## src/rtl/fifo_param.sv

```systemverilog
// Parametrised single-clock FIFO with occupancy count, programmable almost flags,
// synchronous flush and sticky overflow/underflow indicators.
module fifo_param #(
    parameter int DATA_WIDTH = 8,
    parameter int DEPTH      = 16,
    parameter int AF_LEVEL   = DEPTH - 1,
    parameter int AE_LEVEL   = 1
) (
    input  logic                     clk,
    input  logic                     rst_n,
    input  logic                     w_en,
    input  logic                     r_en,
    input  logic                     flush,
    input  logic [DATA_WIDTH-1:0]    data_in,
    output logic [DATA_WIDTH-1:0]    data_out,
    output logic                     full,
    output logic                     empty,
    output logic                     almost_full,
    output logic                     almost_empty,
    output logic [$clog2(DEPTH):0]   count,
    output logic                     overflow,
    output logic                     underflow
);
    localparam int ADDR_W = $clog2(DEPTH);
    localparam logic [ADDR_W:0] FULL_CNT = DEPTH[ADDR_W:0];
    localparam logic [ADDR_W:0] AF_THR   = AF_LEVEL[ADDR_W:0];
    localparam logic [ADDR_W:0] AE_THR   = AE_LEVEL[ADDR_W:0];
    localparam logic [ADDR_W:0] ONE      = {{ADDR_W{1'b0}}, 1'b1};

    logic [DATA_WIDTH-1:0] mem [DEPTH];

    logic [ADDR_W:0]       wr_ptr_reg, wr_ptr_next;
    logic [ADDR_W:0]       rd_ptr_reg, rd_ptr_next;
    logic [ADDR_W:0]       count_reg, count_next;
    logic                  overflow_reg, overflow_next;
    logic                  underflow_reg, underflow_next;
    logic [DATA_WIDTH-1:0] data_out_reg;
    logic                  wr_accept, rd_accept;

    // Acceptance uses the flags decoded from the pre-edge count.
    assign full         = (count_reg == FULL_CNT);
    assign empty        = (count_reg == '0);
    assign almost_full  = (count_reg >= AF_THR);
    assign almost_empty = (count_reg <= AE_THR);
    assign wr_accept    = w_en && !full;
    assign rd_accept    = r_en && !empty;

    always_comb begin
        wr_ptr_next    = wr_ptr_reg;
        rd_ptr_next    = rd_ptr_reg;
        count_next     = count_reg;
        overflow_next  = overflow_reg;
        underflow_next = underflow_reg;
        if (flush) begin
            wr_ptr_next    = '0;
            rd_ptr_next    = '0;
            count_next     = '0;
            overflow_next  = 1'b0;
            underflow_next = 1'b0;
        end else begin
            if (wr_accept) wr_ptr_next = wr_ptr_reg + ONE;
            if (rd_accept) rd_ptr_next = rd_ptr_reg + ONE;
            if (wr_accept && !rd_accept)      count_next = count_reg + ONE;
            else if (rd_accept && !wr_accept) count_next = count_reg - ONE;
            if (w_en && full)  overflow_next  = 1'b1;
            if (r_en && empty) underflow_next = 1'b1;
        end
    end

    // Storage has no reset so it can map onto block RAM; flush leaves it intact.
    always_ff @(posedge clk) begin
        if (wr_accept && !flush) mem[wr_ptr_reg[ADDR_W-1:0]] <= data_in;
    end

    always_ff @(posedge clk or negedge rst_n) begin
        if (!rst_n) begin
            wr_ptr_reg    <= '0;
            rd_ptr_reg    <= '0;
            count_reg     <= '0;
            overflow_reg  <= 1'b0;
            underflow_reg <= 1'b0;
            data_out_reg  <= '0;
        end else begin
            wr_ptr_reg    <= wr_ptr_next;
            rd_ptr_reg    <= rd_ptr_next;
            count_reg     <= count_next;
            overflow_reg  <= overflow_next;
            underflow_reg <= underflow_next;
            if (flush)          data_out_reg <= '0;
            else if (rd_accept) data_out_reg <= mem[rd_ptr_reg[ADDR_W-1:0]];
        end
    end

    assign data_out  = data_out_reg;
    assign count     = count_reg;
    assign overflow  = overflow_reg;
    assign underflow = underflow_reg;
endmodule

```

## config.mk

```make
export PLATFORM = sky130hd
export DESIGN_NAME = fifo_param
export DESIGN_NICKNAME = d
export VERILOG_FILES = /design/src/rtl/fifo_param.sv
export SDC_FILE = /design/constraint.sdc
export NUM_CORES = 1
export LEC_CHECK = 0
export CAP_MARGIN = 20
export CORE_ASPECT_RATIO = 2
export CORE_UTILIZATION = 28
export DETAILED_ROUTE_END_ITERATION = 10
export GPL_TIMING_DRIVEN = 0
export PLACE_DENSITY = 0.41
export SLEW_MARGIN = 30
export SYNTH_ARGS = -nofsm -noshare
export SYNTH_HDL_FRONTEND = slang
export SYNTH_SLANG_ARGS = --single-unit
```

## constraint.sdc

```tcl
create_clock -name clk -period 3.5 [get_ports clk]
set_clock_uncertainty 0.05 [all_clocks]
set_input_delay 0.7 -clock clk [delete_from_list [all_inputs] [get_ports clk]]
set_output_delay 0.7 -clock clk [all_outputs]
set_load 0.005 [all_outputs]
```

==> impl_metrics.py <==
metrics = {
    "power_and_ir_drop": {
        "swShare_pct": 27.8,
        "powerDensity_nw_per_um2": 727,
        "p_switching_mw": 1.52,
        "p_total_mw": 5.47,
        "pwr-share-comb_pct": 25.0,
        "ir_drop_v": 0.000298,
        "seqPwrFrac_pct": 38.9,
        "power.leakage_nw": 2.46,
        "intPower_mw": 3.95,
        "p_clk_share_pct": 36.1,
    },
    "clock_tree": {
        "numClockSinks": 151,
        "clk_pin_slew_ps": 60,
        "cts_tree": "done",
        "numCtsBuffers": 17,
        "htreeDepth": 4,
        "clkLatencyLatePin_ps": 430,
        "clk_path_buf_depth": 2,
        "root_buffer": "clkbuf_16",
    },
    "cells_and_area": {
        "drive_gt1_share_pct": 20.4,
        "layout.nets": 417,
        "largest_reg_flops": 128,
        "num_antenna_cells": 0,
        "mostFrequentLayoutCell": "edfxtp_1",
        "final_cells": 680,
        "final_cell_mix": "128 x edfxtp_1, 32 x mux4_2, 29 x clkdlybuf4s50_1",
        "area_growth_pct": 20.8,
    },
    "placed_design": {
        "dp_cells": 648,
        "portBuffers": 30,
        "hpwl_um": 11500,
        "gp_congestion": 0.724,
    },
    "setup_path": {
        "cp_num_buf_inv": 2,
        "slowest_delay_ps": 730,
        "slowest_stage": "nor2_1",
        "timing.critical_path.to": "mem[7][5]$_DFFE_PP_",
        "r2r-end": "mem[7][5]$_DFFE_PP_",
        "critPathLaunch": "count[1]$_DFFE_PN0P_",
        "path_depth": 7,
        "r2r_setup_slack_ps": 260,
        "cp_top_family": "simple AND/OR/NAND/NOR gates",
        "cp_max_fo": 9,
        "start_kind": "flip-flop",
        "crit_top_cell": "inv_1",
        "worstPathCellList": "inv_1, ha_1, nand4bb_1, inv_1, nor3_1, nand2_1, nor2_1",
        "reg2regPathDepth": 7,
        "required_ps": 3510,
        "critPathArrivalTime_ps": 3250,
        "endpoint_kind": "flip-flop",
        "timing.rr.start": "count[1]$_DFFE_PN0P_",
        "crit_type": "flip-flop to flip-flop",
    },
    "detailed_routing": {
        "top_layer": "met4",
        "drt_iter0_drc": 178,
        "avgRoutedWirePerCell_um": 23.4,
        "num_vias": 3202,
        "wirelength_um": 15900,
        "ant_nets": 0,
        "drcViolationCount": 0,
        "routedLengthMet1_um": 5400,
        "wl_met3_um": 349,
        "vias_per_cell": 4.71,
        "first_pass_iters": 4,
        "wl_met2_um": 9800,
    },
    "synthesis": {
        "synth_warnings": 0,
        "ys_seq_area_share_pct": 71.0,
        "avgSynthCellArea_um2": 18.1,
        "ys_ff_latch": 151,
        "synth_nets": 368,
        "synth_cell_types": 40,
        "syn_area_um2": 6230,
        "syn_inst": 345,
    },
    "sta": {
        "maxSlewViolCount": 0,
        "hold_viol_final": 0,
        "rsz0062_at_grt": "false",
        "period_share_pct": 92.5,
        "finalSetupViolCount": 0,
        "tightest_slew_ps": 966,
        "min_period_ps": 3240,
        "max_slew_margin_pct": 35.6,
        "whs_ps": 195,
        "max_freq_mhz": 309,
    },
    "hold_path": {
        "min_path_type": "input port to async pin",
    },
    "global_routing": {
        "gr-total-overflow": 0,
        "grt_first_pass_wirelength_um": 23500,
        "grt_max_degree": 24,
        "grt_pass1_vias": 3516,
        "antenna_found_initial": 0,
        "grt_usage_pct": 15.4,
    },
    "floorplan": {
        "die-area_um2": 22900,
        "rows": 76,
        "initial_utilization_pct": 28.7,
        "fp.dieH_um": 213,
        "io_pins": 32,
        "core_um2": 21700,
        "die_x_um": 107,
    },
    "run_status": {
        "outcome": "finished, final reports clean",
    },
    "run": {
        "drv_cap": 0,
    },
}
## power by group through the flow
| stage | clock [mW] | sequential (mW) | combinational, mW |
|---|---|---|---|
| 6_report | 1.97 | 2.13 | 1.37 |
| 5_1_grt | 2.09 | 2.14 | 1.49 |
| 4_1_cts | 2.02 | 2.13 | 1.43 |
| 3_5_place_dp | 0 | 2.17 | 1.42 |
| 3_3_place_gp | 0 | 2.16 | 1.41 |
| 2_1_floorplan | 0 | 2.15 | 0.835 |
## layout make-up
cell class / count / area (um2)
Sequential cell: 151 / 4420
Buffer: 20 / 98.8
Timing Repair Buffer: 30 / 295
Inverter: 9 / 38.8
Fill cell: 2058 / 14200
Clock buffer: 17 / 425
Tap cell: 273 / 342
Multi-Input combinational cell: 165 / 1700
Clock inverter: 15 / 209
## layer usage
layer	vias to the layer above	global-route usage, %
met2	57	31.6
li1	1462	-
met4	0	7.32
met5	-	0
met1	1667	13.8
met3	16	3.05
## cell usage after synthesis (all sizes together)
| library cell | n | area [um2] |
|---|---|---|
| ha | 10 | 125 |
| clkbuf | 9 | 33.8 |
| nand4 | 2 | 12.5 |
| nand4b | 1 | 8.76 |
| or4b | 1 | 10.0 |
| dfrtp | 23 | 576 |
| a41oi | 1 | 8.76 |
| xnor2 | 4 | 35.0 |
| buf | 11 | 65.1 |
| o21ai | 2 | 10.0 |
| nand2b | 2 | 12.5 |
| a211oi | 5 | 42.5 |
| mux2 | 3 | 37.5 |
| nand4bb | 1 | 11.3 |
| o211ai | 1 | 21.3 |
| a21oi | 6 | 30.0 |
| nor3 | 7 | 35.0 |
| a311oi | 1 | 8.76 |
| nor2b | 2 | 12.5 |
| mux2i | 16 | 160 |
| o211a | 1 | 10.0 |
| edfxtp | 128 | 3840 |
| nand3 | 6 | 30.0 |
| a2bb2oi | 1 | 8.76 |
| and3 | 1 | 6.26 |
| nand2 | 12 | 47.6 |
| xor2 | 3 | 26.3 |
| mux4 | 32 | 721 |
| o221ai | 8 | 70.1 |
| or3 | 2 | 12.5 |
| nand3b | 8 | 60.1 |
| inv | 9 | 38.8 |
| nor2 | 26 | 97.6 |
## worst register-to-register path, stage by stage (launching register included)
cell,delay [ps]
dfrtp_1,530
inv_1,140
ha_1,220
nand4bb_1,250
inv_1,190
nor3_1,460
nand2_1,300
nor2_1,730
## worst min-delay path by stage
stage / to / slack [ps] / from
6_report: overflow$_DFFE_PN0P_ / 200 / rst_n
5_1_grt: count[3]$_DFFE_PN0P_ / 220 / rst_n
4_1_cts: count[1]$_DFFE_PN0P_ / 210 / rst_n
3_5_place_dp: overflow$_DFFE_PN0P_ / 450 / overflow$_DFFE_PN0P_
3_3_place_gp: overflow$_DFFE_PN0P_ / 440 / overflow$_DFFE_PN0P_
2_1_floorplan: count[0]$_DFFE_PN0P_ / 350 / rst_n
## per-stage QoR
| stage | utilization, % | setup TNS, ps | instance area (um2) | setup slack, ps |
|---|---|---|---|---|
| global placement | 31.7 | -8830 | 6870 | -289 |
| detailed placement | 31.8 | -355 | 6890 | -33.9 |
| floorplan | - | 0 | 6230 | 842 |
| global route | 34.7 | 0 | 7520 | 0.544 |
| CTS | 34.7 | 0 | 7520 | 155 |
| finish | 34.7 | 0 | 7520 | 261 |
## what timing repair did
item	4_1_cts	5_1_grt
buffers inserted	0	0
gates resized for setup	0	2
endpoints found under the setup margin	0	6
hold buffers	0	0
## logic make-up after synthesis
logic type                 synth area share (%)
DFF                                        71.0
and+or+nand+nor                            5.73
muxes                                      14.7
buffers and inverters                      2.21
AOI/OAI and AO/OA                          3.37
adders and majority gates                  2.01
xor gates and xnor gates                  0.984
Power figures use the tool's default switching activity.
